### config.mk
export PLATFORM = sky130hd
export DESIGN_NAME = alu_result_nibble_display_flat
export DESIGN_NICKNAME = d
export VERILOG_FILES = /design/src/rtl/alu_result_nibble_display_if.sv /design/src/rtl/alu_result_nibble_display.sv /design/src/flat_wrapper.sv
export SDC_FILE = /design/constraint.sdc
export NUM_CORES = 1
export LEC_CHECK = 0
export BUFFER_PORTS_ARGS = -buffer_cell sky130_fd_sc_hd__buf_2
export CORE_UTILIZATION = 35
export DETAILED_ROUTE_END_ITERATION = 12
export PLACE_DENSITY_LB_ADDON = 0.15
export SLEW_MARGIN = 20
export SYNTH_ARGS = -nofsm -noshare
export SYNTH_HDL_FRONTEND = slang
export SYNTH_SLANG_ARGS = --single-unit
### constraint.sdc
create_clock -name clk -period 3.48 [get_ports clk]
set_input_delay 0.174 -clock clk [delete_from_list [all_inputs] [get_ports clk]]
set_output_delay 0.174 -clock clk [all_outputs]
set_load 0.05 [all_outputs]
### src/rtl/alu_result_nibble_display_if.sv
// Load handshake and LED display bundle for the ALU result nibble display.
interface alu_result_nibble_display_if;
  logic        load_valid;
  logic        load_ready;
  logic [31:0] result;
  logic [3:0]  leds;
  logic [2:0]  nib_idx;
  logic        busy;
  logic        done;

  modport master (
    output load_valid, result,
    input  load_ready, leds, nib_idx, busy, done
  );

  modport slave (
    input  load_valid, result,
    output load_ready, leds, nib_idx, busy, done
  );
endinterface

### src/rtl/alu_result_nibble_display.sv
// Shows a captured 32-bit ALU result on four LEDs, one nibble at a time,
// MSB nibble first, with a blank gap after every nibble.
module alu_result_nibble_display #(
  parameter int DWELL_CYCLES = 25_000_000,
  parameter int GAP_CYCLES   = 2_500_000,
  parameter int REPEAT       = 0
) (
  input logic                          clk,
  input logic                          rst,
  alu_result_nibble_display_if.slave   bus
);

  localparam int MAXC = (DWELL_CYCLES > GAP_CYCLES) ?
                        DWELL_CYCLES : GAP_CYCLES;
  localparam int CW   = $clog2(MAXC + 1);

  localparam logic [CW-1:0] DW_LD = CW'(DWELL_CYCLES - 1);
  localparam logic [CW-1:0] GP_LD = CW'(GAP_CYCLES - 1);

  localparam logic [1:0] IDLE = 2'b00;
  localparam logic [1:0] SHOW = 2'b01;
  localparam logic [1:0] GAP  = 2'b10;

  logic [1:0]    state_q, state_d;
  logic [2:0]    idx_q, idx_d;
  logic [CW-1:0] cnt_q, cnt_d;
  logic [31:0]   hold_q, hold_d;
  logic [3:0]    leds_q, leds_d;
  logic [2:0]    nib_idx_q, nib_idx_d;
  logic          busy_q, busy_d;
  logic          done_q, done_d;
  logic          accept;

  assign bus.load_ready = (state_q == IDLE) ||
                          ((state_q == GAP) && (REPEAT == 1));
  assign accept = bus.load_valid && bus.load_ready;

  always_comb begin
    state_d = state_q;
    idx_d   = idx_q;
    cnt_d   = cnt_q;
    hold_d  = hold_q;
    done_d  = 1'b0;
    if (accept) begin
      hold_d  = bus.result;
      idx_d   = 3'd7;
      cnt_d   = DW_LD;
      state_d = SHOW;
    end else begin
      unique case (1'b1)
        (state_q == SHOW): begin
          if (cnt_q == '0) begin
            cnt_d   = GP_LD;
            state_d = GAP;
          end else begin
            cnt_d = cnt_q - CW'(1);
          end
        end
        (state_q == GAP): begin
          if (cnt_q != '0) begin
            cnt_d = cnt_q - CW'(1);
          end else if (idx_q != 3'd0) begin
            idx_d   = idx_q - 3'd1;
            cnt_d   = DW_LD;
            state_d = SHOW;
          end else begin
            done_d = 1'b1;
            if (REPEAT == 1) begin
              idx_d   = 3'd7;
              cnt_d   = DW_LD;
              state_d = SHOW;
            end else begin
              state_d = IDLE;
            end
          end
        end
        default: ;
      endcase
    end
  end

  // Outputs are registered from the next state so they move with it.
  always_comb begin
    leds_d    = '0;
    nib_idx_d = '0;
    busy_d    = (state_d != IDLE);
    if (state_d == SHOW) leds_d = hold_d[{idx_d, 2'b00} +: 4];
    if (state_d != IDLE) nib_idx_d = idx_d;
  end

  always_ff @(posedge clk) begin
    if (rst) begin
      state_q   <= IDLE;
      idx_q     <= '0;
      cnt_q     <= '0;
      hold_q    <= '0;
      leds_q    <= '0;
      nib_idx_q <= '0;
      busy_q    <= 1'b0;
      done_q    <= 1'b0;
    end else begin
      state_q   <= state_d;
      idx_q     <= idx_d;
      cnt_q     <= cnt_d;
      hold_q    <= hold_d;
      leds_q    <= leds_d;
      nib_idx_q <= nib_idx_d;
      busy_q    <= busy_d;
      done_q    <= done_d;
    end
  end

  assign bus.leds    = leds_q;
  assign bus.nib_idx = nib_idx_q;
  assign bus.busy    = busy_q;
  assign bus.done    = done_q;

endmodule

### src/flat_wrapper.sv
// flat-port wrapper written by rule: the top's interface ports become plain ports
module alu_result_nibble_display_flat 
#(
  parameter int DWELL_CYCLES = 25_000_000,
  parameter int GAP_CYCLES   = 2_500_000,
  parameter int REPEAT       = 0
)
  (clk, rst, bus_load_valid, bus_result, bus_load_ready, bus_leds, bus_nib_idx, bus_busy, bus_done);
  alu_result_nibble_display_if bus_i ();
  input logic clk;
  input logic rst;
  input wire logic [$bits(bus_i.load_valid)-1:0] bus_load_valid;
  input wire logic [$bits(bus_i.result)-1:0] bus_result;
  output wire logic [$bits(bus_i.load_ready)-1:0] bus_load_ready;
  output wire logic [$bits(bus_i.leds)-1:0] bus_leds;
  output wire logic [$bits(bus_i.nib_idx)-1:0] bus_nib_idx;
  output wire logic [$bits(bus_i.busy)-1:0] bus_busy;
  output wire logic [$bits(bus_i.done)-1:0] bus_done;
  assign bus_i.load_valid = bus_load_valid;
  assign bus_i.result = bus_result;
  assign bus_load_ready = bus_i.load_ready;
  assign bus_leds = bus_i.leds;
  assign bus_nib_idx = bus_i.nib_idx;
  assign bus_busy = bus_i.busy;
  assign bus_done = bus_i.done;
  alu_result_nibble_display #(.DWELL_CYCLES(DWELL_CYCLES), .GAP_CYCLES(GAP_CYCLES), .REPEAT(REPEAT)) u_core (.clk(clk), .rst(rst), .bus(bus_i));
endmodule
# Word-level counts from Yosys, hierarchy flattened
# Cells that the tools add are included.
# word_totals
out_inout_bits	10
input_bits	35
wordCells	50
register_bits	71
# op_classes
shift	1
mux	16
eq_ne	5
bitwise	3
reduce_logical	14
addsub	2
# ops
cell	n
$mux W25	4
$pmux W25 S2	1
$mux W32	1
$shiftx A32 B6 Y4	1
$logic_not A25 Y1	1
$reduce_bool A25 Y1	1
$sub A25 B1 Y25 const B	1
$mux W3	4
$mux W2	3
$reduce_bool A3 Y1	2
$reduce_or A2 Y1	3
$eq A2 B1 Y1 const B	2
$ne A4 B3 Y1 const B	1
$pmux W2 S2	1
$reduce_and A2 Y1	2
$reduce_bool A2 Y1	2
$reduce_or A4 Y1	1
$ne A3 B3 Y1 const B	1
$not A1 Y1	3
$sub A3 B1 Y3 const B	1
$eq A2 B2 Y1 const B	1
$logic_not A2 Y1	1
$mux W1	2
$logic_and A1 B1 Y1	1

# Depth between registers and ports, before layout
# Gate-level depths: netlist of run 1.
# depth
word_depth	8
mapped_depth	10
depth_no_buf	9

# Worst setup path before layout of run 1
# No wires, ideal clock.
# synth_path
kind	register -> register
from	register u_core.state_q[0]
to	register u_core.leds_q[1], in the netlist u_core.bus.leds[1]
path_buffers	0
period_less_slack_ns	2.646
setup_time_ns	0.124
t_arrival_ns	2.522
required_time_ns	3.356
path_slack_ns	0.834
path_stages_with_launch	10
path_cell_list	dfxtp_1 -> inv_1 -> ha_1 -> or4bb_1 -> nor4_2 -> nand3b_1 -> a21boi_2 -> mux2_2 -> o21ai_1 -> o32ai_1
# synth_via
elab_chain_len	6
elab_cells_between_ends	15
classes_between	eq/ne: 3; shift: 1; mux: 7; bitwise: 1; reduce/logical: 3
# synth_rtl
item	line	rtl
start: declaration	alu_result_nibble_display.sv:24	logic [1:0] state_q, state_d;
start signal: assignment	alu_result_nibble_display.sv:102	state_q <= state_d;
branches (longest 6 deep; another with $shiftx A32 B6 Y4)	n/a	
end signal: assignment	alu_result_nibble_display.sv:106	leds_q <= leds_d;
end: declaration	alu_result_nibble_display.sv:28	logic [3:0] leds_q, leds_d;
# Parallel ways; which one is timed is not known.
# A chain may end at the register's enable or synchronous reset.

# Worst setup path after layout of run 1
# layout_path
from	register u_core.state_q[0]
to	register u_core.leds_q[3], in the netlist u_core.bus.leds[3]
# Same word-level chain as after synthesis.

==> summary.txt, run 1 <==
Outcome
  • Status: complete, no violations

Power
  • Max rail drop VDD: 243 uV
  • Seq pwr share: 45.0%
  • Clk pwr share: 27.6%
  • Static Leak: 1.63 nW
  • Comb pwr share: 27.3%
  • Switching power total: 0.766 mW
  • Internal Power: 1.36 mW
  • Switching Share: 35.9%
  • Total power: 2.13 mW
  • Pwr Density: 528 nW/um2

Critical path
  • Crit path capture type: flop
  • CP delay by family, top: simple AND/OR/NAND/NOR gates
  • CP Buf/Inv Count: 1
  • Crit start category: flop
  • Worst Path Arrival: 3.26 ns
  • Critical Path Max Stage Delay: 0.53 ns
  • WS Path Type: flop to flop
  • CP max stage cell: or4bb_1
  • Highest fanout seen on the critical path: 10
  • Crit-path cells: inv_1 -> ha_1 -> or4bb_1 -> nor4_2 -> nand3b_1 -> a21boi_2 -> mux2_2 -> o21ai_1 -> o32ai_1
  • Worst path required time: 3.70 ns

Final layout
  • Antenna Cells: 0
  • Finished Layout Cells: 612
  • Share of cells above drive strength 1: 19.2%
  • Final #Nets: 516
  • Filler Cells Inserted: 1054
  • Area Overhead vs Synth: 15.3%

Worst hold path
  • Hold crit path type: primary input to flop

STA
  • Final hold violation count: 0
  • Endpoints failing setup: 0
  • Fin worst setup slack: 0.433 ns
  • Max-slew headroom at the worst pin: 53.0%
  • Worst slew pin tran: 0.698 ns
  • RSZ-0062 raised after global routing: false
  • Final Max Slew Viols: 0
  • Min Tclk post-route: 3.05 ns
  • Fin crit share: 87.6%
  • FMAX: 0.328 GHz
  • Setup TNS: 0 ns
  • Fin Clk Skew: 0.0122 ns

Floorplan
  • Initial core utilization: 36.0%
  • Die height: 102 um
  • Die Area: 10400 um2
  • Row count: 36
  • Ports: 45
  • Die width: 102 um
  • CORE AREA: 9730 um2

Routing
  • Post-DRT Antenna Nets: 0
  • DR pass1 iterations: 5
  • Via count: 3187
  • DR DRC count: 0
  • DR WL/cell: 15.1 um
  • Via density: 5.21
  • Met3 Routed Length: 394 um
  • Highest routed layer: met4
  • Initial DRC count: 127
  • Met1 wire length: 4410 um
  • Final WL: 9240 um
  • Met2 WL: 4380 um

CTS
  • Total CTS buffers: 9
  • Hold buffers post-CTS: 0
  • # resized after CTS: 0
  • Clk slew on worst S/H paths: 0.09 ns
  • Clk sink count: 71
  • Clock Root Buffer: clkbuf_8
  • H-tree depth: 3
  • Clock tree from TritonCTS: yes
  • Worst-Skew Late Latency: 0.34 ns
  • Post-CTS Setup Bufs: 0
  • Max clock buf depth: 2

GRT
  • First-pass GRT wire length: 15200 um
  • Tot GR Track Use: 19.0%
  • Largest net degree at the start of global routing: 49
  • GR Overflow Total: 0
  • Vias in the first global route: 3026
  • Antenna violations before repair: 0

Yosys
  • Synth area leader: dfxtp_1
  • Synth Warn #: 0
  • FF+latch count, synth: 71
  • Yosys top cell area share: 40.6%
  • Average size of a mapped cell: 8.10 um2
  • Top_reg_cell synth: dfxtp_1
  • Count of different cell masters after synthesis: 53
  • Post-synth EDFFs: 0
  • Async SR Flop Fraction: 0%
  • Post-Syn Instances: 432
  • Synth Cell Area: 3500 um2
  • Sequential cell area fraction in the yosys report: 40.6%
  • Synth top area cells: dfxtp_1, a21oi_1, nand2_1
  • Post-synth net total: 474

Placement
  • IO buf count: 44
  • Dpl cells: 596
  • Post-DP HPWL: 6620 um
  • Place WS: 0.483 ns
  • GP Congestion: 0.811

Job
  • Max-cap viol count: 0
==> worst reg2reg max path: stages, from the launching register on <==
cell,delay [ns]
dfxtp_1,0.35
inv_1,0.13
ha_1,0.32
or4bb_1,0.53
nor4_2,0.35
nand3b_1,0.15
a21boi_2,0.48
mux2_2,0.40
o21ai_1,0.14
o32ai_1,0.09
==> through the flow <==
| step | hold WS (ns) | cell area, um2 | util (%) |
|---|---|---|---|
| floorplan | 0.310 | 3500 | - |
| global placement | 0.413 | 3860 | 39.7 |
| detailed placement | 0.420 | 3860 | 39.7 |
| CTS | 0.0353 | 4030 | 41.5 |
| global route | 0.0417 | 4030 | 41.5 |
| finish | 0.0587 | 4030 | 41.5 |
==> kinds of logic after synthesis <==
kind of cell               count (synthesis)  synth area share (%)
and+or+nand+nor                          186                  26.1
DFF                                       71                  40.6
buffers and inverters                     33                  3.83
adders and majority gates                  7                  2.50
xor gates and xnor gates                   6                  1.50
AOI/OAI and AO/OA                        112                  19.9
muxes                                     17                  5.51
==> cell type report <==
type / count / area (um2) / area share (%)
multi-input combinational: 328 / 1940 / 48.2
sequential: 71 / 1420 / 35.2
timing repair buffer: 53 / 288 / 7.13
tap: 133 / 166 / 4.13
clock buffer: 9 / 124 / 3.07
clock inverter: 7 / 50.0 / 1.24
inverter: 11 / 41.3 / 1.02
==> layer usage <==
metal / vias up / global-route usage (%)
li1: 1623 / -
met1: 1489 / 25.8
met2: 69 / 30.4
met3: 6 / 4.58
met4: 0 / 4.73
met5: - / 0
==> sequential cells by signal, indices dropped and copies added (netlist names) <==
| name | count |
|---|---|
| u_core.bus.busy | 1 |
| u_core.bus.done | 1 |
| u_core.bus.leds | 4 |
| u_core.bus.nib_idx | 3 |
| u_core.cnt_q | 25 |
| u_core.hold_q | 32 |
| u_core.idx_q | 3 |
| u_core.state_q | 2 |
==> placed cells by master (no fill, tap or decap), types with 2 or more instances in the layout <==
cell        count
o211a_1         8
xnor2_1         5
or2_2           4
and2_1          2
or4_4           2
dfxtp_1        71
a31o_2          2
o21ai_1         5
ha_1            7
buf_2          44
nor2_1         42
clkinvlp_4      3
nor2b_1         3
a21oi_1        57
clkinv_4        2
inv_1          11
nor4_1         13
clkbuf_8        9
o21ai_0        14
o32ai_1         4
nand2_1        75
nand3_1         7
o31ai_1         5
nor4_2          2
clkinv_2        2
a311oi_1        6
buf_4           9
mux2i_1         8
mux2_2          8
nand2b_1        3
or3_1           7
a211o_1         2
nand4_1         3
nor3_1          9
or4_1           5
==> synth_stat cells, types with 5 or more instances <==
| cell type | number |
|---|---|
| nand2_1 | 75 |
| ha_1 | 7 |
| or4_1 | 5 |
| xnor2_1 | 5 |
| o31ai_1 | 5 |
| o21ai_0 | 14 |
| nor4_1 | 13 |
| o21ai_1 | 5 |
| mux2_2 | 8 |
| dfxtp_1 | 71 |
| a311oi_1 | 6 |
| nand3_1 | 7 |
| a21oi_1 | 57 |
| clkbuf_1 | 18 |
| nor3_1 | 9 |
| nor2_1 | 42 |
| inv_1 | 11 |
| or3_1 | 7 |
| mux2i_1 | 8 |
| o211a_1 | 8 |
==> power by group through the flow <==
stage | Combinational, mW | Clock (mW) | Sequential, mW
floorplan | 0.405 | 0 | 0.992
global placement | 0.580 | 0 | 0.976
detailed placement | 0.583 | 0 | 0.977
CTS | 0.585 | 0.610 | 0.959
global route | 0.652 | 0.652 | 0.971
finish | 0.583 | 0.589 | 0.959
==> worst paths after layout <==
check | slack, ns | end | from | depth (start not counted)
setup / recovery | 0.43 | u_core.bus.leds[3]$_SDFF_PP0_ | u_core.state_q[0]$_SDFF_PP0_ | 9
hold / removal | 0.06 | u_core.hold_q[26]$_SDFF_PP0_ | bus_result[26] | 3
setup reg to reg | 0.43 | u_core.bus.leds[3]$_SDFF_PP0_ | u_core.state_q[0]$_SDFF_PP0_ | 9
hold reg to reg | 0.46 | u_core.hold_q[19]$_SDFF_PP0_ | u_core.hold_q[19]$_SDFF_PP0_ | 2
Note: power is estimated with default switching activity, not from simulation.
==> run 2: changes to the inputs <==
BUFFER_PORTS_ARGS = default   (was -buffer_cell sky130_fd_sc_hd__buf_2)
DONT_BUFFER_PORTS = 1   (was default)
==> summary.txt, run 2 (synthesis results as in run 1) <==
STA
  • Final hold violation count: 0 (unchanged)
  • Endpoints failing setup: 0 (unchanged)
  • Setup TNS: 0 ns (unchanged)
  • Final Max Slew Viols: 0 (unchanged)
  • Min Tclk post-route: 3.04 ns (was 3.05 ns)
  • Minimum hold slack: 0.132 ns (was 0.0587 ns)
  • Max-slew headroom at the worst pin: 49.5% (was 53.0%)
  • Worst slew pin tran: 0.751 ns (was 0.698 ns)
  • Fin Clk Skew: 0.00933 ns (was 0.0122 ns)
  • FMAX: 0.329 GHz (was 0.328 GHz)
  • RSZ-0062 raised after global routing: false (unchanged)
  • Fin worst setup slack: 0.443 ns (was 0.433 ns)
  • Fin crit share: 87.3% (was 87.6%)

Final layout
  • Final Core Density: 42.8% (was 41.5%)
  • Area Overhead vs Synth: 19.2% (was 15.3%)
  • Commonest cells after routing, fill and taps aside: nand2_1, dfxtp_1, a21oi_1 (unchanged)
  • Antenna Cells: 0 (unchanged)
  • Top reg by flops: u_core.hold_q (unchanged)
  • Filler Cells Inserted: 1021 (was 1054)
  • Share of cells above drive strength 1: 10.5% (was 19.2%)
  • Most common cell after layout, fill and taps aside: nand2_1 (unchanged)
  • Final #Nets: 505 (was 516)
  • Max reg flops: 32 (unchanged)

Floorplan
  • CORE AREA: 9730 um2 (unchanged)
  • Initial core utilization: 36.0% (unchanged)
  • Die Area: 10400 um2 (unchanged)
  • Die width: 102 um (unchanged)
  • Row count: 36 (unchanged)
  • Die height: 102 um (unchanged)
  • Ports: 45 (unchanged)

Critical path
  • Reg2reg setup slack: 0.44 ns (was 0.43 ns)
  • Crit start category: flop (unchanged)
  • Highest fanout seen on the critical path: 10 (unchanged)
  • Worst path required time: 3.72 ns (was 3.70 ns)
  • Reg2Reg Depth: 9 (unchanged)
  • Crit path capture type: flop (unchanged)
  • R2r endpoint: u_core.bus.leds[1]$_SDFF_PP0_ (was u_core.bus.leds[3]$_SDFF_PP0_)
  • Reg-to-reg startpoint: u_core.state_q[0]$_SDFF_PP0_ (unchanged)
  • Worst Path Arrival: 3.27 ns (was 3.26 ns)
  • WS Path Type: flop to flop (unchanged)

Routing
  • Via count: 3214 (was 3187)
  • Via density: 5.35 (was 5.21)
  • DR DRC count: 0 (unchanged)
  • Post-DRT Antenna Nets: 0 (unchanged)
  • DR pass1 iterations: 4 (was 5)
  • Initial DRC count: 170 (was 127)
  • DR WL/cell: 15.6 um (was 15.1 um)
  • Final WL: 9380 um (was 9240 um)

Power
  • Comb pwr share: 25.4% (was 27.3%)
  • Static Leak: 1.60 nW (was 1.63 nW)
  • Pwr Density: 518 nW/um2 (was 528 nW/um2)
  • Switching power total: 0.766 mW (about the same)
  • Switching Share: 35.5% (was 35.9%)
  • Internal Power: 1.39 mW (was 1.36 mW)
  • Clk pwr share: 28.4% (was 27.6%)
  • Seq pwr share: 46.2% (was 45.0%)
  • Max rail drop VDD: 215 uV (was 243 uV)

GRT
  • Vias in the first global route: 3139 (was 3026)
  • GR Overflow Total: 0 (unchanged)
  • Antenna violations before repair: 0 (unchanged)
  • Largest net degree at the start of global routing: 54 (was 49)
  • Tot GR Track Use: 19.6% (was 19.0%)
  • First-pass GRT wire length: 15700 um (was 15200 um)

CTS
  • Worst-Skew Late Latency: 0.35 ns (was 0.34 ns)
  • Clock tree from TritonCTS: yes (unchanged)
  • Clk sink count: 71 (unchanged)
  • Clock Root Buffer: clkbuf_8 (unchanged)
  • # resized after CTS: 0 (unchanged)
  • Max clock buf depth: 2 (unchanged)
  • Total CTS buffers: 9 (unchanged)
  • Post-CTS Setup Bufs: 0 (unchanged)
  • Clk slew on worst S/H paths: 0.08 ns (was 0.09 ns)
  • H-tree depth: 3 (unchanged)

Worst hold path
  • Hold Path Origin: rst (was bus_result[26])
  • Hold EP: u_core.idx_q[1]$_SDFF_PP0_ (was u_core.hold_q[26]$_SDFF_PP0_)
  • Hold crit path type: primary input to flop (unchanged)
  • Hold Path Depth: 2 (was 3)

Placement
  • Place WS: 0.459 ns (was 0.483 ns)
  • IO buf count: 0 (was 44)
  • Post-DP HPWL: 6300 um (was 6620 um)
  • GP Congestion: 0.825 (was 0.811)

Job
  • Max-cap viol count: 0 (unchanged)

Outcome
  • Status: complete, no violations (unchanged)
## run 2: cell types whose count changed in the layout (fill, tap and decap cells not counted)
cell,previous run,this run
buf_16,0,1
buf_2,44,0
clkbuf_8,9,10
clkinv_4,2,1
clkinvlp_4,3,1
dlygate4sd3_1,0,32
inv_6,0,2
## run 2: worst max-delay path, cell delays in order, from the launching register on
cell      delay (ns)
dfxtp_1         0.34
inv_1           0.13
ha_1            0.30
or4bb_1         0.53
nor4_2          0.36
nand3b_1        0.15
a21boi_2        0.48
mux2_2          0.40
o21ai_1         0.13
o32ai_1         0.10
## run 2: cell type report
cell class	count	area (um2)	area share, %
clock buffer	10	138	3.30
clock inverter	6	43.8	1.05
inverter	11	41.3	0.990
multi-input combinational	328	1940	46.6
sequential	71	1420	34.1
tap	133	166	3.99
timing repair buffer	42	415	9.96
## run 2: through the flow
stage,instances,instance area [um2],power [mW]
finish,601,4170,2.16
global route,601,4170,2.30
CTS,601,4170,2.18
detailed placement,552,3640,1.52
global placement,552,3640,1.52
floorplan,432,3500,1.40
## run 2: what timing repair did
action	4_1_cts	5_1_grt
setup endpoints to repair	0	0
hold endpoints to repair	53	0
hold buffers	33	0
## run 2: per-layer routing
metal  share of wire, %  GRT usage [%]
met1                 48           26.1
met4               0.79           4.84
met3                4.0           5.20
met5                  0              0
met2                 47           31.4
## run 2: worst max-delay path by stage
stage                                            start                             to  slack, ns  cells past startpoint
after floorplan           u_core.state_q[0]$_SDFF_PP0_  u_core.bus.leds[1]$_SDFF_PP0_       0.83                      9
after global placement    u_core.state_q[0]$_SDFF_PP0_  u_core.bus.leds[1]$_SDFF_PP0_       0.60                      9
after detailed placement  u_core.state_q[0]$_SDFF_PP0_  u_core.bus.leds[1]$_SDFF_PP0_       0.46                      9
after CTS                 u_core.state_q[0]$_SDFF_PP0_  u_core.bus.leds[1]$_SDFF_PP0_       0.44                      9
after global routing      u_core.state_q[0]$_SDFF_PP0_  u_core.bus.leds[2]$_SDFF_PP0_       0.22                      9
final                     u_core.state_q[0]$_SDFF_PP0_  u_core.bus.leds[1]$_SDFF_PP0_       0.44                      9
## run 2: power by group through the flow
stage / sequential (mW) / clock [mW] / combinational (mW)
2_1_floorplan: 0.992 / 0 / 0.405
3_3_place_gp: 1.02 / 0 / 0.502
3_5_place_dp: 1.02 / 0 / 0.503
4_1_cts: 0.997 / 0.636 / 0.548
5_1_grt: 1.01 / 0.673 / 0.616
6_report: 0.998 / 0.614 / 0.549
==> run 3: changes to the inputs <==
GPL_ROUTABILITY_DRIVEN = 0   (was default)
RECOVER_POWER = 100   (was default)
clock period = 3.6 ns   (was 3.48 ns; I/O delays follow)
==> summary.txt, run 3 (synthesis results as in run 1) <==
Floorplan
  • Die height: 102 um (unchanged)
  • Die width: 102 um (unchanged)
  • Initial core utilization: 36.0% (unchanged)
  • Die Area: 10400 um2 (unchanged)
  • Row count: 36 (unchanged)
  • CORE AREA: 9730 um2 (unchanged)
  • Ports: 45 (unchanged)

Final layout
  • Most common cell after layout, fill and taps aside: nand2_1 (unchanged)
  • Share of cells above drive strength 1: 8.97% (was 10.5%)
  • Area Overhead vs Synth: 19.0% (was 19.2%)
  • Max reg flops: 32 (unchanged)
  • Register Area: 1420 um2 (unchanged)
  • Finished Layout Cells: 601 (unchanged)
  • Top reg by flops: u_core.hold_q (unchanged)
  • Area of the multi-input gates: 1940 um2 (about the same)
  • Filler Cells Inserted: 1045 (was 1021)
  • Final #Nets: 505 (unchanged)
  • Final Cell Area: 4160 um2 (was 4170 um2)
  • Commonest cells after routing, fill and taps aside: nand2_1, dfxtp_1, a21oi_1 (unchanged)
  • Antenna Cells: 0 (unchanged)

Critical path
  • Critical Path Max Stage Delay: 0.54 ns (was 0.53 ns)
  • Worst Path Arrival: 3.40 ns (was 3.27 ns)
  • Crit start category: flop (unchanged)
  • WS Path Type: flop to flop (unchanged)
  • Highest fanout seen on the critical path: 10 (unchanged)
  • Crit-path cells: inv_1 -> ha_1 -> or4bb_1 -> nor4_2 -> nand3b_1 -> a21boi_2 -> mux2_2 -> o21ai_0 -> o32ai_1 (was inv_1 -> ha_1 -> or4bb_1 -> nor4_2 -> nand3b_1 -> a21boi_2 -> mux2_2 -> o21ai_1 -> o32ai_1)
  • Reg2Reg Depth: 9 (unchanged)
  • Crit path capture type: flop (unchanged)
  • Worst path required time: 3.84 ns (was 3.72 ns)
  • CP max stage cell: a21boi_2 (was or4bb_1)

CTS
  • H-tree depth: 3 (unchanged)
  • Clock tree from TritonCTS: yes (unchanged)
  • Total CTS buffers: 9 (unchanged)
  • Max clock buf depth: 2 (unchanged)
  • Clock Root Buffer: clkbuf_8 (unchanged)
  • Clk slew on worst S/H paths: 0.08 ns (about the same)
  • Post-CTS Setup Bufs: 0 (unchanged)
  • Worst-Skew Late Latency: 0.35 ns (about the same)
  • Clk sink count: 71 (unchanged)

Power
  • Internal Power: 1.41 mW (was 1.39 mW)
  • Seq pwr share: 44.7% (was 46.2%)
  • Switching power total: 0.748 mW (was 0.766 mW)
  • Static Leak: 1.60 nW (about the same)
  • Comb pwr share: 24.2% (was 25.4%)
  • Max rail drop VDD: 229 uV (was 215 uV)
  • Pwr Density: 518 nW/um2 (about the same)
  • Switching Share: 34.7% (was 35.5%)
  • Clk pwr share: 31.1% (was 28.4%)

GRT
  • First-pass GRT wire length: 15200 um (was 15700 um)
  • Largest net degree at the start of global routing: 54 (unchanged)
  • Antenna violations before repair: 0 (unchanged)
  • GR Overflow Total: 0 (unchanged)
  • Vias in the first global route: 3016 (was 3139)
  • Tot GR Track Use: 19.1% (was 19.6%)

Worst hold path
  • Hold crit path type: primary input to flop (unchanged)
  • Hold Path Depth: 2 (unchanged)

Outcome
  • Status: complete, no violations (unchanged)

STA
  • Fin Clk Skew: 0.0130 ns (was 0.00933 ns)
  • Setup TNS: 0 ns (unchanged)
  • Worst slew pin tran: 0.756 ns (was 0.751 ns)
  • Final hold violation count: 0 (unchanged)
  • Minimum hold slack: 0.132 ns (about the same)
  • RSZ-0062 raised after global routing: false (unchanged)
  • Final Max Slew Viols: 0 (unchanged)
  • Fin crit share: 87.7% (was 87.3%)
  • Min Tclk post-route: 3.16 ns (was 3.04 ns)
  • FMAX: 0.317 GHz (was 0.329 GHz)
  • Max-slew headroom at the worst pin: 49.2% (was 49.5%)
  • Endpoints failing setup: 0 (unchanged)

Routing
  • Via density: 5.38 (was 5.35)
  • Via count: 3234 (was 3214)
  • DR pass1 iterations: 4 (unchanged)
  • Post-DRT Antenna Nets: 0 (unchanged)
  • DR WL/cell: 15.7 um (was 15.6 um)
  • Final WL: 9420 um (was 9380 um)
  • Initial DRC count: 145 (was 170)
  • DR DRC count: 0 (unchanged)

Placement
  • DP Area: 3640 um2 (unchanged)
  • IO buf count: 0 (unchanged)
  • Dpl cells: 552 (unchanged)
  • Post-DP HPWL: 6340 um (was 6300 um)

Job
  • Max-cap viol count: 0 (unchanged)
run 3: cell count changes in the layout (fill, tap and decap cells not counted), sizes merged:
| cell | before | now |
|---|---|---|
| buf | 10 | 5 |
| clkbuf | 10 | 15 |
| bufinv | 0 | 1 |
| inv | 13 | 12 |
run 3: per-layer routing:
layer  part of all wire (%)  global-route usage (%)
met4                    2.0                    7.91
met1                     48                    25.4
met5                      0                       0
met3                    4.7                    4.51
met2                     45                    29.7
run 3: worst max-delay path, delay by kind of cell (launching register included):
family,cells,cell delay [ns]
AO/OA/AOI/OAI,3,0.80
buffers and inverters,1,0.13
flip-flops,1,0.35
AND/OR/NAND/NOR,3,1.03
multiplexers,1,0.41
adder cells (fa/ha/maj),1,0.33
run 3: final cells by class:
cell class	count	area share, %
clock buffers	10	3.31
clock inverters	6	1.65
inverters	11	0.992
multi-input cells	328	46.6
flip-flops and latches	71	34.1
well taps	133	4.00
repair buffers	42	9.34
run 3: path summary, 6_finish.rpt:
kind	slack [ns]	end	start
min	0.13	u_core.idx_q[1]$_SDFF_PP0_	rst
min reg2reg	0.45	u_core.hold_q[3]$_SDFF_PP0_	u_core.hold_q[3]$_SDFF_PP0_
max	0.44	u_core.bus.leds[3]$_SDFF_PP0_	u_core.state_q[0]$_SDFF_PP0_
max reg2reg	0.44	u_core.bus.leds[3]$_SDFF_PP0_	u_core.state_q[0]$_SDFF_PP0_
run 3: timing repair:
| item | 4_1_cts | 5_1_grt |
|---|---|---|
| hold buffers | 33 | 0 |
| resized for setup | 0 | 0 |
| hold endpoints to repair | 53 | 0 |
run 3: stage by stage:
step,util [%],worst slack [ns],power [mW]
3_3_place_gp,37.4,0.717,1.47
3_5_place_dp,37.4,0.498,1.47
4_1_cts,43.0,0.467,2.19
2_1_floorplan,-,0.954,1.35
5_1_grt,42.8,0.168,2.28
6_report,42.8,0.443,2.16
run 3: power by group through the flow:
stage / clock (mW) / sequential (mW) / combinational (mW)
finish: 0.671 / 0.963 / 0.522
global route: 0.722 / 0.975 / 0.579
CTS: 0.691 / 0.963 / 0.531
detailed placement: 0 / 0.981 / 0.489
global placement: 0 / 0.981 / 0.484
floorplan: 0 / 0.959 / 0.391
